===== config.mk =====
export PLATFORM = sky130hd
export DESIGN_NAME = pcpi_simd_mul_seq
export DESIGN_NICKNAME = d
export VERILOG_FILES = /design/src/rtl/pcpi_simd_mul_seq.sv
export SDC_FILE = /design/constraint.sdc
export NUM_CORES = 1
export LEC_CHECK = 0
export CAP_MARGIN = 5
export CORE_MARGIN = 4
export CORE_UTILIZATION = 25
export CTS_CLUSTER_SIZE = 28
export DETAILED_ROUTE_END_ITERATION = 8
export HOLD_SLACK_MARGIN = 0.05
export SETUP_SLACK_MARGIN = 0.1
export SLEW_MARGIN = 40
export SYNTH_ARGS = -nofsm -noshare
export SYNTH_HDL_FRONTEND = slang
export SYNTH_SLANG_ARGS = --single-unit

===== constraint.sdc =====
create_clock -name clk -period 5.67 [get_ports clk]
set_input_delay 1.134 -clock clk [delete_from_list [all_inputs] [get_ports clk]]
set_output_delay 1.134 -clock clk [all_outputs]
set_load 0.005 [all_outputs]

===== src/rtl/pcpi_simd_mul_seq.sv =====
// PicoRV32 PCPI coprocessor: packed-lane SIMD multiply, multiply-high and per-lane MAC
// built on an iterative shift-add datapath that retires RADIX_BITS multiplier bits per cycle.
module pcpi_simd_mul_seq #(
    parameter int         LANE_W     = 8,
    parameter int         RADIX_BITS = 1,
    parameter logic [6:0] OPCODE     = 7'b0001011,
    parameter logic [6:0] FUNCT7     = 7'b0000000
) (
    input  logic        clk,
    input  logic        resetn,
    input  logic        pcpi_valid,
    input  logic [31:0] pcpi_insn,
    input  logic [31:0] pcpi_rs1,
    input  logic [31:0] pcpi_rs2,
    output logic        pcpi_wr,
    output logic [31:0] pcpi_rd,
    output logic        pcpi_wait,
    output logic        pcpi_ready
);
    localparam int NLANES = 32 / LANE_W;
    localparam int N      = LANE_W / RADIX_BITS;
    localparam int PW     = 2 * LANE_W;
    localparam int CNT_W  = (N > 1) ? $clog2(N) : 1;

    localparam logic [2:0] F_MULW  = 3'b000;
    localparam logic [2:0] F_MULL  = 3'b001;
    localparam logic [2:0] F_MULHU = 3'b010;
    localparam logic [2:0] F_MULH  = 3'b011;
    localparam logic [2:0] F_MACL  = 3'b100;
    localparam logic [2:0] F_CLR   = 3'b101;

    typedef enum logic [1:0] {IDLE, BUSY, DONE} state_e;

    state_e                   state_q, state_d;
    logic [CNT_W-1:0]         cnt_q, cnt_d;
    logic [2:0]               op_q, op_d;
    logic [NLANES*PW-1:0]     mcand_q, mcand_d, prod_q, prod_d;
    logic [31:0]              mplier_q, mplier_d;
    logic [NLANES-1:0]        neg_q, neg_d;
    logic [31:0]              acc_q, acc_d, rd_q, rd_d;

    logic [2:0]               funct3;
    logic                     active;
    logic                     unused_insn;

    assign funct3      = pcpi_insn[14:12];
    assign active      = pcpi_valid && (pcpi_insn[6:0] == OPCODE) &&
                         (pcpi_insn[31:25] == FUNCT7) && (funct3 <= F_CLR);
    assign unused_insn = ^{pcpi_insn[24:15], pcpi_insn[11:7]};

    // Per-lane operand preparation, one shift-add step and result packing.
    logic [NLANES*PW-1:0]     mcand_init, mcand_shift, prod_step, prod_fin;
    logic [31:0]              mplier_init, mplier_shift;
    logic [NLANES-1:0]        neg_init;
    logic [31:0]              res_mulw, res_lo, res_hi, acc_sum, result;
    logic [LANE_W-1:0]        lane_a, lane_b;
    logic [RADIX_BITS-1:0]    digit;
    logic [PW-1:0]            lane_p, lane_s, lane_f;
    logic                     is_signed;

    // NOTE: every combinational output gets a default first so no path can infer a latch.
    always_comb begin
        mcand_init   = '0;
        mcand_shift  = '0;
        prod_step    = '0;
        prod_fin     = '0;
        mplier_init  = '0;
        mplier_shift = '0;
        neg_init     = '0;
        res_mulw     = '0;
        res_lo       = '0;
        res_hi       = '0;
        acc_sum      = '0;
        lane_a       = '0;
        lane_b       = '0;
        digit        = '0;
        lane_p       = '0;
        lane_s       = '0;
        lane_f       = '0;
        is_signed    = (funct3 == F_MULH);
        for (int i = 0; i < NLANES; i++) begin
            // MULH multiplies magnitudes; -0x80 as an unsigned LANE_W value is 0x80, which is exact.
            lane_a = pcpi_rs1[i*LANE_W +: LANE_W];
            lane_b = pcpi_rs2[i*LANE_W +: LANE_W];
            neg_init[i] = is_signed && (lane_a[LANE_W-1] ^ lane_b[LANE_W-1]);
            if (is_signed && lane_a[LANE_W-1]) lane_a = -lane_a;
            if (is_signed && lane_b[LANE_W-1]) lane_b = -lane_b;
            mcand_init[i*PW +: PW]          = {{LANE_W{1'b0}}, lane_a};
            mplier_init[i*LANE_W +: LANE_W] = lane_b;

            digit  = mplier_q[i*LANE_W +: RADIX_BITS];
            lane_p = mcand_q[i*PW +: PW] * {{(PW-RADIX_BITS){1'b0}}, digit};
            lane_s = prod_q[i*PW +: PW] + lane_p;
            lane_f = neg_q[i] ? -lane_s : lane_s;
            prod_step[i*PW +: PW]            = lane_s;
            prod_fin[i*PW +: PW]             = lane_f;
            mcand_shift[i*PW +: PW]          = mcand_q[i*PW +: PW] << RADIX_BITS;
            mplier_shift[i*LANE_W +: LANE_W] = mplier_q[i*LANE_W +: LANE_W] >> RADIX_BITS;
            res_lo[i*LANE_W +: LANE_W]       = lane_f[LANE_W-1:0];
            res_hi[i*LANE_W +: LANE_W]       = lane_f[PW-1:LANE_W];
            acc_sum[i*LANE_W +: LANE_W]      = acc_q[i*LANE_W +: LANE_W] + lane_f[LANE_W-1:0];
        end
        for (int i = 0; i < NLANES / 2; i++) begin
            res_mulw[i*PW +: PW] = prod_fin[i*PW +: PW];
        end
    end

    always_comb begin
        case (op_q)
            F_MULW:          result = res_mulw;
            F_MULL:          result = res_lo;
            F_MULHU, F_MULH: result = res_hi;
            F_MACL:          result = acc_sum;
            default:         result = rd_q;
        endcase
    end

    always_comb begin
        state_d  = state_q;
        cnt_d    = cnt_q;
        op_d     = op_q;
        mcand_d  = mcand_q;
        prod_d   = prod_q;
        mplier_d = mplier_q;
        neg_d    = neg_q;
        acc_d    = acc_q;
        rd_d     = rd_q;
        case (state_q)
            IDLE: begin
                if (active) begin
                    op_d = funct3;
                    if (funct3 == F_CLR) begin
                        rd_d    = acc_q;
                        acc_d   = '0;
                        state_d = DONE;
                    end else begin
                        mcand_d  = mcand_init;
                        mplier_d = mplier_init;
                        neg_d    = neg_init;
                        prod_d   = '0;
                        cnt_d    = CNT_W'(N - 1);
                        state_d  = BUSY;
                    end
                end
            end
            BUSY: begin
                // A withdrawn instruction is dropped silently; the accumulators stay untouched.
                if (!pcpi_valid) begin
                    state_d = IDLE;
                end else begin
                    prod_d   = prod_step;
                    mcand_d  = mcand_shift;
                    mplier_d = mplier_shift;
                    if (cnt_q == '0) begin
                        rd_d = result;
                        if (op_q == F_MACL) acc_d = acc_sum;
                        state_d = DONE;
                    end else begin
                        cnt_d = cnt_q - 1'b1;
                    end
                end
            end
            DONE:    state_d = IDLE;
            default: state_d = IDLE;
        endcase
    end

    // NOTE: state uses non-blocking assignments; the accumulators are real architectural state and are reset too.
    always_ff @(posedge clk or negedge resetn) begin
        if (!resetn) begin
            state_q  <= IDLE;
            cnt_q    <= '0;
            op_q     <= '0;
            mcand_q  <= '0;
            prod_q   <= '0;
            mplier_q <= '0;
            neg_q    <= '0;
            acc_q    <= '0;
            rd_q     <= '0;
        end else begin
            state_q  <= state_d;
            cnt_q    <= cnt_d;
            op_q     <= op_d;
            mcand_q  <= mcand_d;
            prod_q   <= prod_d;
            mplier_q <= mplier_d;
            neg_q    <= neg_d;
            acc_q    <= acc_d;
            rd_q     <= rd_d;
        end
    end

    assign pcpi_ready = (state_q == DONE);
    assign pcpi_wr    = (state_q == DONE);
    assign pcpi_wait  = (state_q == BUSY);
    assign pcpi_rd    = rd_q;

endmodule


==> key figures <==
Route
  • Vias per cell: 5.013
  • Router iterations before antenna repair: 6
  • Starting DRC count in detailed routing: 951
  • Drt total wl: 50610 microns
  • Drt drc: 0
  • Via count: 15085
  • Antenna Nets Post-Route: 0
  • Routed len/inst: 16.82 microns

Timing
  • Final period utilization: 0.8346
  • Minimum clock period: 4.732 ns
  • # setup viols final: 0
  • Final hold violations: 0
  • Fin Hold WS: 0.4761 ns
  • Fmax: 211.3 MHz
  • RSZ-0062 raised after global routing: no
  • Least-Margin Pin Slew: 0.7758 ns
  • Setup tns final: 0 ns
  • Slew margin rel.: 0.4828
  • Final Max Tran Viols: 0
  • Fin Clk Skew: 0.03188 ns

Logic synthesis
  • Number of synthesized flops with an enable pin: 0
  • Synth Warn #: 0
  • Post-synthesis sequential area ratio: 0.3439
  • Top cell type's share of synthesized area: 0.3439
  • Largest area contributor in the netlist: dfrtp_1
  • Commonest cells post-synth: dfrtp_1 (236), nand2_1 (235), o21ai_0 (195), a21oi_1 (184), nor2_1 (137)
  • Mapped Area: 0.01717 sq mm
  • FF+latch count, synth: 236
  • Asr flop ratio synth: 1.000
  • Count leader, synth: dfrtp_1
  • Synthesized net count: 2254
  • Primary FF master, synth: dfrtp_1
  • Synth unique cells: 85
  • Synthesized area per cell: 8.396 sq um
  • Syn Inst Count: 2045
  • Top post-synthesis cells by area: dfrtp_1 (34%), ha_1 (7.4%), xnor2_1 (5.8%), o21ai_0 (5.7%), a21oi_1 (5.4%)

Floorplan
  • Die width: 270.1 microns
  • Row cnt: 95
  • # IOs: 134
  • Die area: 0.07294 sq mm
  • Initial Util: 0.2539
  • Core Footprint: 0.06763 sq mm
  • Die height: 270.1 microns

Worst setup path
  • CP required: 6.17 ns
  • Slowest cell on crit path: o41ai_1
  • Most used cell, CP: xnor2_1
  • Crit-path leading delay family: compound AO/OA/AOI/OAI gates
  • Bufs and invs on worst path: 0
  • Worst path arrival time: 5.24 ns
  • CP peak stage delay: 0.64 ns
  • Worst-path maximum fanout: 17
  • Flop-to-flop setup slack: 0.94 ns
  • Crit Path Class: register to register
  • Endpoint class of the critical path: register
  • Crit-path cells: and2_1 -> ha_1 -> fa_1 -> a21o_1 -> a21oi_1 -> xnor2_1 -> or2_2 -> o31ai_1 -> xnor2_1 -> ha_1 -> o41ai_1 -> xnor2_1 -> or2_2 -> a31oi_1 -> o221ai_1 -> a31oi_1
  • Startpoint Class: register

Finish
  • Layout area overhead: 18.55%
  • Layout fillers: 7078
  • Antenna diodes: 0
  • Area of the multi-input gates: 0.01059 sq mm
  • Final Non-Filler Cells: 3009
  • Final Cell Area: 0.02035 sq mm
  • Nets@finish: 2324
  • Share of layout cells above drive strength 1: 0.05197
  • Register Area: 0.005906 sq mm

Power
  • Leakage: 0.009024 uW
  • Final total power: 3864 uW
  • PD cells: 189.9 mW/mm^2
  • Worst VDD drop: 0.0001886 V

Flow run
  • Max-Cap Viols: 0

Place
  • Gpl congestion: 0.8680
  • DP Cell Count: 2957
  • Area post-placement: 0.01934 sq mm
  • Post-DP HPWL: 37490 microns
  • IO Port Bufs: 118

Clock tree
  • Clk Latency, worst-skew pair: 0.59 ns
  • CTS root buf: clkbuf_16
  • CTS Buf Count: 29
  • Clk sink count: 236
  • CTS clock-pin slew for the worst setup and hold paths: 0.06 ns
  • Max clock buf depth: 3
  • # hold bufs at CTS: 0
  • # Post-CTS Setup Buffers: 0
  • H-tree levels: 1
  • TritonCTS clock tree: built
  • Post-cts repair resize count: 0

Global route
  • First-pass GRT wire length: 81590 microns
  • Largest net degree at the start of global routing: 92
  • Vias in the first global route: 14231
  • GR Util All Layers: 0.1344
  • GR Overflow Total: 0
  • Initial antenna violation count: 2

Worst hold path
  • HP Class: register to register

Status
  • Status: complete, no violations
-- flip-flops by register name, summed over array words and instances (netlist names) --
signal / count
mcand_q: 64
prod_q: 64
acc_q: 32
mplier_q: 32
pcpi_rd: 32
neg_q: 4
cnt_q: 3
op_q: 3
state_q: 2
-- layout make-up --
cell class | instances | area share
Clock inverter | 10 | 0.007561
Multi-Input combinational cell | 1622 | 0.5203
Clock buffer | 42 | 0.04198
Inverter | 80 | 0.01488
Tap cell | 873 | 0.05366
Timing Repair Buffer | 146 | 0.07143
Sequential cell | 236 | 0.2901
-- cells in the final DEF (no fill, tap or decap), types with 6 or more instances in the layout --
master	synthesis	layout
xnor2_1	114	114
nand2_1	235	235
nand2b_1	11	11
o21bai_1	12	12
o221ai_1	7	7
and2_1	73	72
xor2_1	38	38
o22ai_1	6	6
nor2b_1	11	11
nand3_1	42	42
a31oi_1	33	33
o41ai_1	6	6
a221oi_1	11	11
a22oi_1	7	7
o211ai_1	17	17
a221o_1	8	8
inv_1	80	79
ha_1	102	102
or2_2	10	9
clkdlybuf4s50_1	0	117
nor3_1	32	32
a22o_1	90	90
nor2_1	137	136
and3_1	17	17
a21oi_1	184	184
clkbuf_8	0	8
or3_1	29	29
a21o_1	28	28
clkbuf_16	0	29
dfrtp_1	236	236
buf_4	1	24
o21ai_1	9	8
nand4_1	8	8
fa_1	8	8
o21a_1	6	6
mux2i_1	9	9
o21ai_0	195	195
a211oi_1	10	10
o31ai_1	28	28
-- power by group --
group / leakage [uW] / total (uW) / internal [uW] / switching, uW
sequential: 0.00329 / 1690 / 1690 / 0.839
combinational: 0.00523 / 199 / 91.0 / 108
clock: 0.000501 / 1980 / 1220 / 761
total: 0.00902 / 3860 / 2990 / 870
-- metal layers --
metal	vias up	part of all wire	track usage
li1	7564	-	-
met5	-	0.00016	0
met4	2	0.021	0.02918
met2	356	0.41	0.1954
met3	71	0.051	0.02088
met1	7092	0.52	0.2078
-- logic make-up after synthesis --
family	Yosys count	share of synthesized area
DFF	236	0.3439
xor gates and xnor gates	152	0.07753
buffers and inverters	187	0.04132
muxes	12	0.007214
adders and majority gates	110	0.08365
and+or+nand+nor	635	0.1768
AOI/OAI and AO/OA	713	0.2695
-- through the flow --
| step | util | worst slack (ns) |
|---|---|---|
| finish | 0.3010 | 0.9379 |
| global placement | 0.2853 | 0.9888 |
| global route | 0.3010 | 0.5586 |
| floorplan | - | 1.660 |
| detailed placement | 0.2860 | 0.9571 |
| CTS | 0.3009 | 0.9474 |
-- path summary, 6_finish.rpt --
path | endpoint | start | cells past startpoint
worst max-delay path | pcpi_rd[23] | mplier_q[16] | 16
worst min-delay path | mplier_q[1] | mplier_q[1] | 2
worst max register to register | pcpi_rd[23] | mplier_q[16] | 16
worst min register to register | mplier_q[1] | mplier_q[1] | 2
max in group asynchronous | prod_q[6] | resetn | 2
min in group asynchronous | mplier_q[12] | resetn | 1
-- worst reg2reg max path: cells and delay by family (launching register included) --
kind	cells	cell delay (ns)
AND/OR/NAND/NOR	3	0.90
adder cells (fa/ha/maj)	3	0.86
AO/OA/AOI/OAI	7	1.76
flip-flops	1	0.56
XOR/XNOR	3	0.58
No activity file was read; power rests on OpenSTA's default activity.
